`src/rtl/timer_prog_pkg.sv`:
```
// Shared types, bus constants and command legality rules
// for the timer programming sequencer.
package timer_prog_pkg;

  typedef enum logic [2:0] {
    ST_IDLE,
    ST_CTRL,
    ST_MSN,
    ST_LSN,
    ST_GAP
  } state_e;

  typedef struct packed {
    logic       sel;
    logic [2:0] mode;
    logic [7:0] count;
  } cmd_t;

  localparam logic [1:0] ADDR_CTRL = 2'b10;
  localparam logic [1:0] ADDR_IDLE = 2'b11;

  localparam logic [7:0] C0_MIN = 8'd2;
  localparam logic [7:0] C0_MAX = 8'd150;
  localparam logic [7:0] C1_MIN = 8'd50;
  localparam logic [7:0] C1_MAX = 8'd200;

  localparam logic [2:0] MODE_RATE = 3'd2;
  localparam logic [2:0] MODE_SQW  = 3'd3;
  localparam logic [2:0] MODE_SWS  = 3'd4;
  localparam logic [2:0] MODE_MAX  = 3'd4;

  function automatic logic cmd_legal(
    input logic       sel,
    input logic [2:0] mode,
    input logic [7:0] n
  );
    logic in_rng;
    logic par_ok;
    if (sel)
      in_rng = (n >= C1_MIN) && (n <= C1_MAX);
    else
      in_rng = (n >= C0_MIN) && (n <= C0_MAX);
    // rate mode needs an even divisor, square-wave style modes an odd one
    unique case (1'b1)
      mode == MODE_RATE: par_ok = ~n[0];
      mode == MODE_SQW:  par_ok = n[0];
      mode == MODE_SWS:  par_ok = n[0];
      default:           par_ok = 1'b1;
    endcase
    return in_rng && (mode <= MODE_MAX) && par_ok;
  endfunction

endpackage

```
`src/rtl/timer_prog_fifo.sv`:
```
// Small synchronous command FIFO with full/empty flags.
// Push and pop on the same edge keep occupancy unchanged.
module timer_prog_fifo #(
  parameter int DEPTH = 2,
  parameter int W     = 12
) (
  input  logic         clk,
  input  logic         rst_n,
  input  logic         push_i,
  input  logic [W-1:0] wdata_i,
  input  logic         pop_i,
  output logic [W-1:0] rdata_o,
  output logic         full_o,
  output logic         empty_o
);

  localparam int AW = $clog2(DEPTH);

  logic [W-1:0] mem_q [DEPTH];
  logic [AW:0]  wp_q;
  logic [AW:0]  rp_q;
  logic         do_push;
  logic         do_pop;

  assign empty_o = (wp_q == rp_q);
  assign full_o  = (wp_q[AW] != rp_q[AW]) &&
                   (wp_q[AW-1:0] == rp_q[AW-1:0]);
  assign do_push = push_i & ~full_o;
  assign do_pop  = pop_i & ~empty_o;
  assign rdata_o = mem_q[rp_q[AW-1:0]];

  always_ff @(posedge clk) begin
    if (do_push) mem_q[wp_q[AW-1:0]] <= wdata_i;
  end

  always_ff @(posedge clk or negedge rst_n) begin
    if (!rst_n) begin
      wp_q <= '0;
      rp_q <= '0;
    end else begin
      if (do_push) wp_q <= wp_q + 1'b1;
      if (do_pop)  rp_q <= rp_q + 1'b1;
    end
  end

endmodule

```
`src/rtl/timer_prog_seq.sv`:
```
// Command sequencer: checks queued timer commands and
// serialises legal ones as CTRL/MSN/LSN bus writes.
module timer_prog_seq
  import timer_prog_pkg::*;
#(
  parameter int DEPTH    = 2,
  parameter int IDLE_GAP = 1
) (
  input  logic       clk,
  input  logic       rst_n,
  input  logic       cmd_valid,
  output logic       cmd_ready,
  input  logic       cmd_sel,
  input  logic [2:0] cmd_mode,
  input  logic [7:0] cmd_count,
  output logic       rsp_valid,
  output logic       rsp_err,
  output logic       rsp_sel,
  output logic [3:0] t_d,
  output logic [1:0] t_a,
  output logic       busy
);

  localparam logic [3:0] GAP_N = 4'(IDLE_GAP);

  state_e     state_q;
  logic       sel_q;
  logic [7:0] cnt_q;
  logic [3:0] gap_q;

  cmd_t wcmd;
  cmd_t head;
  logic fifo_full;
  logic fifo_empty;
  logic pop;

  assign wcmd = '{sel: cmd_sel, mode: cmd_mode, count: cmd_count};
  assign pop  = (state_q == ST_IDLE) & ~fifo_empty;

  timer_prog_fifo #(
    .DEPTH (DEPTH),
    .W     ($bits(cmd_t))
  ) u_fifo (
    .clk     (clk),
    .rst_n   (rst_n),
    .push_i  (cmd_valid),
    .wdata_i (wcmd),
    .pop_i   (pop),
    .rdata_o (head),
    .full_o  (fifo_full),
    .empty_o (fifo_empty)
  );

  assign cmd_ready = ~fifo_full;
  assign busy      = ~fifo_empty | (state_q != ST_IDLE);

  // Bus outputs are set for the state being entered, so the
  // state register always names what the bus currently shows.
  always_ff @(posedge clk or negedge rst_n) begin
    if (!rst_n) begin
      state_q   <= ST_IDLE;
      sel_q     <= 1'b0;
      cnt_q     <= '0;
      gap_q     <= '0;
      t_a       <= ADDR_IDLE;
      t_d       <= '0;
      rsp_valid <= 1'b0;
      rsp_err   <= 1'b0;
      rsp_sel   <= 1'b0;
    end else begin
      rsp_valid <= 1'b0;
      unique case (state_q)
        ST_IDLE: begin
          if (!fifo_empty) begin
            if (cmd_legal(head.sel, head.mode, head.count)) begin
              sel_q   <= head.sel;
              cnt_q   <= head.count;
              state_q <= ST_CTRL;
              t_a     <= ADDR_CTRL;
              t_d     <= {head.sel, head.mode};
            end else begin
              rsp_valid <= 1'b1;
              rsp_err   <= 1'b1;
              rsp_sel   <= head.sel;
            end
          end
        end
        ST_CTRL: begin
          state_q <= ST_MSN;
          t_a     <= {1'b0, sel_q};
          t_d     <= cnt_q[7:4];
        end
        ST_MSN: begin
          state_q <= ST_LSN;
          t_d     <= cnt_q[3:0];
        end
        ST_LSN: begin
          t_a       <= ADDR_IDLE;
          t_d       <= '0;
          rsp_valid <= 1'b1;
          rsp_err   <= 1'b0;
          rsp_sel   <= sel_q;
          if (GAP_N != 4'd0) begin
            state_q <= ST_GAP;
            gap_q   <= GAP_N - 4'd1;
          end else begin
            state_q <= ST_IDLE;
          end
        end
        ST_GAP: begin
          if (gap_q == 4'd0) state_q <= ST_IDLE;
          else               gap_q   <= gap_q - 4'd1;
        end
        default: state_q <= ST_IDLE;
      endcase
    end
  end

endmodule

```
`config.mk`:
```
export PLATFORM = sky130hd
export DESIGN_NAME = timer_prog_seq
export DESIGN_NICKNAME = d
export VERILOG_FILES = /design/src/rtl/timer_prog_pkg.sv /design/src/rtl/timer_prog_fifo.sv /design/src/rtl/timer_prog_seq.sv
export SDC_FILE = /design/constraint.sdc
export NUM_CORES = 1
export LEC_CHECK = 0
export BUFFER_PORTS_ARGS = -buffer_cell sky130_fd_sc_hd__buf_2
export CORE_ASPECT_RATIO = 0.8
export CORE_MARGIN = 2
export CORE_UTILIZATION = 43
export CTS_CLUSTER_SIZE = 14
export DETAILED_ROUTE_END_ITERATION = 8
export GPL_ROUTABILITY_DRIVEN = 0
export SLEW_MARGIN = 25
export SYNTH_ARGS = -nofsm -noshare
export SYNTH_HDL_FRONTEND = slang
export SYNTH_SLANG_ARGS = --single-unit
```
`constraint.sdc`:
```
create_clock -name clk -period 3.5 [get_ports clk]
set_clock_uncertainty 0.05 [all_clocks]
set_input_delay 0.35 -clock clk [delete_from_list [all_inputs] [get_ports clk]]
set_output_delay 0.35 -clock clk [all_outputs]
set_load 0.02 [all_outputs]
```
==> results of run 1 <==
==> placed cells by master, fill, tap and decap left out, types with 5 or more instances in the layout <==
master and instances:
nand3_1 5, edfxtp_1 24, nand2_1 15, o21ai_0 6, nor2_1 14, buf_2 25, nor3_1 6, xnor2_1 6
clkbuf_8 5, dfrtp_1 27, mux2_2 15
==> state kept, by name, summed over array words and instances (netlist names) <==
signal and flops:
u_fifo.mem_q 24, cnt_q 8, gap_q 4, t_d 4, state_q 3, t_a 2
u_fifo.rp_q 2, u_fifo.wp_q 2, rsp_err 1, rsp_sel 1, rsp_valid 1, sel_q 1
==> worst reg2reg max path: cells and delay by family (launching register included) <==
| family | cells | cell delay [ns] |
|---|---|---|
| flops | 1 | 0.80 |
| buf+inv | 1 | 0.32 |
| mux | 2 | 0.76 |
| simple gates | 1 | 0.23 |
| compound gates | 2 | 0.55 |
| xor+xnor | 1 | 0.14 |
==> report_power, final <==
| part | internal [mW] | leakage [nW] | switching [mW] |
|---|---|---|---|
| Combinational | 0.535 | 0.458 | 0.689 |
| Clock | 0.143 | 0.0462 | 0.205 |
| Sequential | 0.917 | 0.579 | 0.210 |
==> metal layers <==
layer / vias to the layer above / routed length (µm) / part of all wire / GRT usage
met1: 777 / 2530 / 0.53 / 0.268
met3: 5 / 201 / 0.042 / 0.0369
met2: 34 / 1990 / 0.42 / 0.231
met5: - / 0 / 0 / 0
met4: 0 / 53 / 0.011 / 0.0455
li1: 812 / - / - / -
==> per-stage QoR <==
stage / instances / utilization
finish: 305 / 0.502
global route: 305 / 0.502
CTS: 305 / 0.502
detailed placement: 297 / 0.486
global placement: 297 / 0.486
floorplan: 199 / -
==> kinds of logic after synthesis <==
kind of cell,Yosys count,share of synthesized area
AND/OR/NAND/NOR,68,0.151
adder cells (fa/ha/maj),1,0.00509
AO/OA/AOI/OAI,37,0.119
flip-flops,53,0.589
buffers and inverters,13,0.0234
multiplexers,18,0.0809
XOR/XNOR,9,0.0320
==> worst paths after layout <==
kind	from	to	slack [ns]	depth (start not counted)
min	rst_n	rsp_err$_DFFE_PN0P_	0.003	1
max in group asynchronous	rst_n	u_fifo.rp_q[0]$_DFFE_PN0P_	2.99	1
min in group clk	cmd_count[6]	u_fifo.mem_q[1][6]$_DFFE_PP_	0.18	1
max	u_fifo.rp_q[0]$_DFFE_PN0P_	cnt_q[1]$_DFFE_PN0P_	0.55	7
min reg2reg	u_fifo.wp_q[1]$_DFFE_PN0P_	u_fifo.wp_q[1]$_DFFE_PN0P_	0.45	1
max reg2reg	u_fifo.rp_q[0]$_DFFE_PN0P_	cnt_q[1]$_DFFE_PN0P_	0.55	7
==> layout make-up <==
type	count	area, µm²	share of cell area
tap	78	97.6	0.0354
inverter	4	15.0	0.00544
clock inverter	3	21.3	0.00771
sequential	53	1450	0.525
clock buffer	5	68.8	0.0249
timing repair buffer	29	155	0.0562
multi-input combinational	133	953	0.345
==> flow_summary.ini, run 1 <==
[clocking]
post_cts_buffers = 0
cts-root-buf = clkbuf_8
cts_resized = 0
numClockSinks = 53
cts-htree-levels = 2
insertion_delay_ns = 0.31
cts_tree = done
clockBufferDepth = 2
cts_buffers = 5
hold_buffers = 0
clk_pin_slew_ns = 0.10

[timing]
rsz0062_at_grt = false
hold_slack_ns = 0.00268
finalSetupViolations = 0
final.setup.worst_slack_ns = 0.548
max_freq_ghz = 0.339
maxSlewViolCount = 0
slew_headroom = 0.490
timing.final.crit_period_ns = 2.95
setup_tns_ns = 0
worst_pin_slew_ns = 0.758
period_share = 0.843
hold_violations = 0

[routing]
vias_per_cell = 5.34
vias = 1628
routedWlPerCell_um = 15.7
drt_iter0_drc = 133
firstDrtPassIters = 4
drt-total-wl_um = 4770
ant_nets = 0
drc_errors = 0

[worst_setup_path]
cp-start-kind = flop
setup.worst_path.end_class = flop
crit_buf_inv = 1
required_ns = 3.64
worst_path_most_repeated_cell = mux2_2
worstPathArrival_ns = 3.10
cp_slowest_stage_delay_ns = 0.80
critPathTopFamily = flip-flops
worstPathCellList = buf_4 > mux2_2 > xnor2_1 > a22oi_1 > o21ai_4 > nor2_4 > mux2_2
path_class = flop to flop
cp_slowest_cell = dfrtp_1
worstPathMaxFanout = 26

[yosys]
synth_cell_types = 49
synth_commonest_cells = dfrtp_1, edfxtp_1, mux2_2, nand2_1, nor2_1
synth.most_common_cell = dfrtp_1
synth_area_um2 = 2460
synth_top_area_frac = 0.293
yosys_warnings = 0
yosys.area.top_type = edfxtp_1
ys_seq_area_frac = 0.589
syn_area_per_cell_um2 = 12.4
synth-seq-cells = 53
synth_ff_type = dfrtp_1
yosys-top-cells-area = edfxtp_1, dfrtp_1, mux2_2, nand2_1, dfstp_2
synthesis.nets = 215
async_flop_share = 0.547
synth_cells = 199
synth-edff-count = 24

[grt]
grt_pass1_wl_um = 8040
grt_pass1_vias = 1520
globalRouteOverflowTotal = 0
antenna_found_initial = 0
grt.total_usage = 0.168
grt_max_degree = 30

[floorplanning]
die_h_um = 71.7
start_util = 0.448
ios = 26
die_w_um = 88.6
core_area_um2 = 5500
num_rows = 24
dieArea_um2 = 6350

[placement]
dpl_worst_slack_ns = 0.567
hpwl_um = 3510
dpl-instance-area_um2 = 2670
portBuffers = 25

[finish]
antennaDiodeCount = 0
fill_cells = 511
drive_above_1_share = 0.256
stdcell_area_um2 = 2760
final_nets = 242
area_growth_pct = 12.2

[worst_hold_path]
hold_path_class = primary input to async pin

[power]
cellPowerDensity_nw_per_um2 = 978
p_leak_nw = 1.08
power_mw = 2.70
peakVddDrop_uv = 507

[outcome]
outcome = completed

[run]
maxCapViolations = 0
(Power assumes the default switching activity.)
==> inputs of run 2 (changes only) <==
clock period = 2.51 ns   (was 3.5 ns; I/O delays follow)
==> run 2 against run 1 <==
Effect of this change: first-iteration DRC count is 20% lower; power is 49% higher; utilization is 2.6 points higher; worst setup slack worse by 0.40 ns; sequential share of layout area is 2.6 points lower; clock power is 40% higher; fmax is 25% higher; die area stayed put; clock-buffer cell count stayed put.
==> flow_summary.ini, run 2 (synthesis gave the netlist of run 1 again) <==
[worst_setup_path]
required_ns = 2.65
worstPathMaxFanout = 10
worstPathArrival_ns = 2.50
worstRegToRegCells = 8
cp-start-kind = flop
setup.worst_path.end_class = flop
path_class = flop to flop

[clocking]
numClockSinks = 53
cts-root-buf = clkbuf_8
cts-htree-levels = 2
insertion_delay_ns = 0.30
cts_tree = done
clk_pin_slew_ns = 0.10
clockBufferDepth = 2
cts_buffers = 5

[grt]
grt_max_degree = 30
grt.total_usage = 0.165
globalRouteOverflowTotal = 0
antenna_found_initial = 0
grt_pass1_wl_um = 7980
grt_pass1_vias = 1585

[finish]
area_growth_pct = 18.1
utilization = 0.529
final_cell_mix = dfrtp_1, buf_2, edfxtp_1, buf_4
largest_register_ffs = 24
stdcell_area_um2 = 2910
antennaDiodeCount = 0
layout_commonest_cell = dfrtp_1
final_nets = 258
fill_cells = 495
drive_above_1_share = 0.325

[timing]
slew_headroom = 0.565
period_share = 0.941
final.setup.worst_slack_ns = 0.147
rsz0062_at_grt = false
worst_pin_slew_ns = 0.653
max_freq_ghz = 0.423
timing.final.crit_period_ns = 2.36
setup_tns_ns = 0
hold_violations = 0
finalSetupViolations = 0
maxSlewViolCount = 0

[routing]
ant_nets = 0
routedWlPerCell_um = 15.2
vias = 1693
firstDrtPassIters = 4
vias_per_cell = 5.27
drc_errors = 0
drt_iter0_drc = 106
drt-total-wl_um = 4890

[worst_hold_path]
hold_path_class = primary input to flop
whs_path_depth = 1

[power]
clockPowerShare = 0.121
switching_power_mw = 1.60
power_mw = 4.03
p_leak_nw = 1.16
peakVddDrop_uv = 868
p_int_mw = 2.43
sw_frac_of_total = 0.396
power_frac_seq = 0.380
cellPowerDensity_nw_per_um2 = 1390
combPwrFrac = 0.499

[placement]
portBuffers = 25
dpl-instance-area_um2 = 2760
dpl_worst_slack_ns = 0.0868
hpwl_um = 3460

[floorplanning]
ios = 26
dieArea_um2 = 6350
die_w_um = 88.6
start_util = 0.448
num_rows = 24
core_area_um2 = 5500
die_h_um = 71.7

[outcome]
outcome = completed

[run]
maxCapViolations = 0
-- run 2: cell types whose count changed in the layout (fill, tap and decap cells not counted), sizes merged --
cell,delta
buf,+15
clkinv,-2
clkinvlp,+2
dlygate4sd3,+1
-- run 2: final timing paths --
kind                                            start                            to  slack, ns
setup / recovery           u_fifo.rp_q[0]$_DFFE_PN0P_          cnt_q[5]$_DFFE_PN0P_       0.15
hold / removal                            cmd_mode[1]  u_fifo.mem_q[0][9]$_DFFE_PP_       0.08
setup reg to reg           u_fifo.rp_q[0]$_DFFE_PN0P_          cnt_q[5]$_DFFE_PN0P_       0.15
hold reg to reg            u_fifo.wp_q[1]$_DFFE_PN0P_    u_fifo.wp_q[1]$_DFFE_PN0P_       0.44
max in group asynchronous                       rst_n    u_fifo.rp_q[0]$_DFFE_PN0P_       1.49
min in group asynchronous                       rst_n           rsp_valid$_DFF_PN0_       0.45
-- run 2: per-layer routing --
metal | vias up | part of all wire | track usage | routed length [µm]
li1 | 841 | - | - | -
met5 | - | 0 | 0 | 0
met1 | 811 | 0.54 | 0.271 | 2630
met3 | 5 | 0.041 | 0.0369 | 201
met2 | 36 | 0.41 | 0.217 | 2020
met4 | 0 | 0.0082 | 0.0421 | 40
-- run 2: power by group through the flow --
stage	clock [mW]	combinational (mW)	sequential [mW]
global placement	0	1.94	1.54
global route	0.547	2.21	1.57
CTS	0.499	1.97	1.52
detailed placement	0	1.95	1.54
finish	0.487	2.01	1.53
floorplan	0	1.31	1.53
-- run 2: cell type report --
type,instances,area [µm²],area share
Inverter,4,15.0,0.00517
Clock buffer,5,68.8,0.0237
Timing Repair Buffer,45,282,0.0969
Tap cell,78,97.6,0.0336
Sequential cell,53,1450,0.499
Clock inverter,3,21.3,0.00732
Multi-Input combinational cell,133,971,0.334
-- run 2: stage by stage --
stage	instances	hold WS (ns)
floorplan	199	-0.0946
global placement	309	0.276
detailed placement	309	0.266
CTS	318	0.0709
global route	321	0.0605
finish	321	0.0783
-- run 2: critical path, cell delays in order (launching register included) --
cell	delay, ns
dfrtp_2	0.45
buf_4	0.23
mux2_2	0.39
xnor2_1	0.13
a22oi_1	0.17
buf_4	0.16
o21ai_4	0.08
nor2_4	0.23
mux2_2	0.36
-- run 2: repair_timing --
item | CTS | global route
resized for setup | 0 | 6
endpoints found under the hold margin | 27 | 0
setup endpoints to repair | 0 | 16
hold buffers | 1 | 0
buffers inserted | 0 | 3
==> inputs of run 3 (changes only) <==
ABC_AREA = 1   (was default)
CORE_MARGIN = default   (was 2)
CORE_UTILIZATION = 52   (was 43)
PLACE_DENSITY = 0.75   (was default)
==> run 3 against run 2 <==
Effect of this change: via count up 8.9%; largest power group unchanged; design area shrank 5.5%; final cell count grew 14%; clock-buffer cell count rose by 1; synthesized area is 0.97% lower; critical path depth fell by 3; non-clock buffer count decreased by 16; sequential cell count stayed put; largest cell class unchanged; critical endpoint is now busy; die area down 22%; worst hold slack got worse by 0.0018 ns; fmax up 4.0%; clock power rose by 15%.
==> flow_summary.ini, run 3 <==
[outcome]
outcome = completed

[power]
cellPowerDensity_nw_per_um2 = 1360
p_leak_nw = 1.36
peakVddDrop_uv = 859

[clocking]
clockBufferDepth = 2
cts-htree-levels = 2
post_cts_buffers = 0
cts_tree = done
hold_buffers = 1
insertion_delay_ns = 0.31
clk_pin_slew_ns = 0.09
numClockSinks = 53
cts_buffers = 5
cts-root-buf = clkbuf_8
cts_resized = 0

[worst_setup_path]
r2r-start = u_fifo.rp_q[0]$_DFFE_PN0P_
worstRegToRegCells = 14
reg2reg_slack_ns = 0.34
timing.rr.end = t_d[0]$_DFFE_PN0P_
cp-start-kind = flop
worstPathMaxFanout = 9
worstPathArrival_ns = 1.97
required_ns = 2.21
path_class = flop to output pin
setup.worst_path.end_class = output pin

[timing]
hold_violations = 0
period_share = 0.905
final.setup.worst_slack_ns = 0.239
rsz0062_at_grt = false
finalSetupViolations = 0
hold_slack_ns = 0.0765
setup_tns_ns = 0
worst_pin_slew_ns = 0.707
slew_headroom = 0.525
max_freq_ghz = 0.440
maxSlewViolCount = 0
timing.final.crit_period_ns = 2.27

[floorplanning]
num_rows = 21
ios = 26
core_area_um2 = 4340
die_w_um = 78.5
dieArea_um2 = 4960
start_util = 0.562
die_h_um = 63.2

[yosys]
synth_area_um2 = 2440
syn_area_per_cell_um2 = 8.83
async_flop_share = 0.547
synth-seq-cells = 53
synth-edff-count = 24
synthesis.nets = 292
ys_seq_area_frac = 0.595
synth.most_common_cell = nand2_1
synth_commonest_cells = nand2_1, inv_1, dfrtp_1
yosys-top-cells-area = edfxtp_1, dfrtp_1, nand2_1, inv_1, nand3_1
yosys.area.top_type = edfxtp_1
synth_top_area_frac = 0.296
synth_ff_type = dfrtp_1
yosys_warnings = 0
synth_cells = 276
synth_cell_types = 26

[worst_hold_path]
whs_path_depth = 1
min_from = cmd_mode[1]
hold_end = u_fifo.mem_q[0][9]$_DFFE_PP_
hold_path_class = primary input to flop

[routing]
drc_errors = 0
vias_per_cell = 5.05
firstDrtPassIters = 4
routedWlPerCell_um = 12.1
drt_iter0_drc = 116
ant_nets = 0
vias = 1843
drt-total-wl_um = 4410

[finish]
final_nets = 323
drive_above_1_share = 0.136
stdcell_count = 365
utilization = 0.633
area_growth_pct = 12.7
largest_register_ffs = 24
antennaDiodeCount = 0
final_cell_mix = nand2_1, inv_1, dfrtp_1, buf_2, edfxtp_1
layout_commonest_cell = nand2_1

[grt]
grt_pass1_vias = 1718
antenna_found_initial = 0
grt_pass1_wl_um = 7780
globalRouteOverflowTotal = 0
grt.total_usage = 0.204
grt_max_degree = 30

[placement]
place_inst = 356
dpl_worst_slack_ns = 0.384
hpwl_um = 3310
portBuffers = 25

[run]
maxCapViolations = 0
-- run 3: changes by cell type after synthesis, moves of 8 or more --
| cell | change |
|---|---|
| mux2_2 | -15 |
| o21ai_1 | +13 |
| nor2_1 | +8 |
| inv_1 | +26 |
| nand3_1 | +17 |
| nand2_1 | +81 |
-- run 3: through the flow --
step           cell area, µm²  power [mW]
4_1_cts                  2750        3.76
6_report                 2750        3.74
2_1_floorplan            2440        2.76
3_3_place_gp             2630        3.15
5_1_grt                  2750        4.09
3_5_place_dp             2630        3.20
-- run 3: worst max-delay path, cell delays in order (launching register included) --
cell and delay [ns]:
dfrtp_1 0.41, nor2_1 0.30, inv_1 0.10, nor2_1 0.22, nand3_1 0.35, buf_2 0.28
-- run 3: how the worst max path moves through the flow --
stage | start | to | slack (ns)
final | state_q[2]$_DFFE_PN0P_ | busy | 0.24
after CTS | state_q[2]$_DFFE_PN0P_ | busy | 0.24
after global routing | state_q[2]$_DFFE_PN0P_ | busy | 0.002
after global placement | u_fifo.rp_q[0]$_DFFE_PN0P_ | t_d[0]$_DFFE_PN0P_ | 0.41
after floorplan | u_fifo.rp_q[0]$_DFFE_PN0P_ | u_fifo.mem_q[1][0]$_DFFE_PP_ | 0.41
after detailed placement | u_fifo.rp_q[0]$_DFFE_PN0P_ | t_d[0]$_DFFE_PN0P_ | 0.38
-- run 3: where the power goes --
part	internal (mW)	total (mW)	switching (mW)	leakage [nW]
Clock	0.296	0.558	0.262	0.0552
Sequential	1.26	1.45	0.188	0.584
Combinational	0.556	1.73	1.17	0.726
-- run 3: final cells by class --
type | count | area [µm²]
tap | 57 | 71.3
sequential | 53 | 1450
timing repair buffer | 29 | 158
clock buffer | 6 | 72.6
fill | 369 | 1590
multi-input combinational | 187 | 845
clock inverter | 2 | 35.0
inverter | 31 | 116
-- run 3: kinds of logic (layout without fill, tap and decap cells) --
family | count (synthesis) | count (layout) | share of synthesized area
compound gates | 29 | 29 | 0.0611
xor+xnor | 4 | 4 | 0.0144
fa+ha+maj | 1 | 1 | 0.00514
buf+inv | 36 | 68 | 0.0585
flops | 53 | 53 | 0.595
simple gates | 153 | 153 | 0.266
-- run 3: routing by layer --
metal | wire length, µm | part of all wire | track usage | vias up
met2 | 1860 | 0.42 | 0.287 | 44
met5 | 0 | 0 | 0 | -
li1 | - | - | - | 962
met4 | 65 | 0.015 | 0.0671 | 0
met1 | 2290 | 0.52 | 0.308 | 829
met3 | 192 | 0.044 | 0.0493 | 8
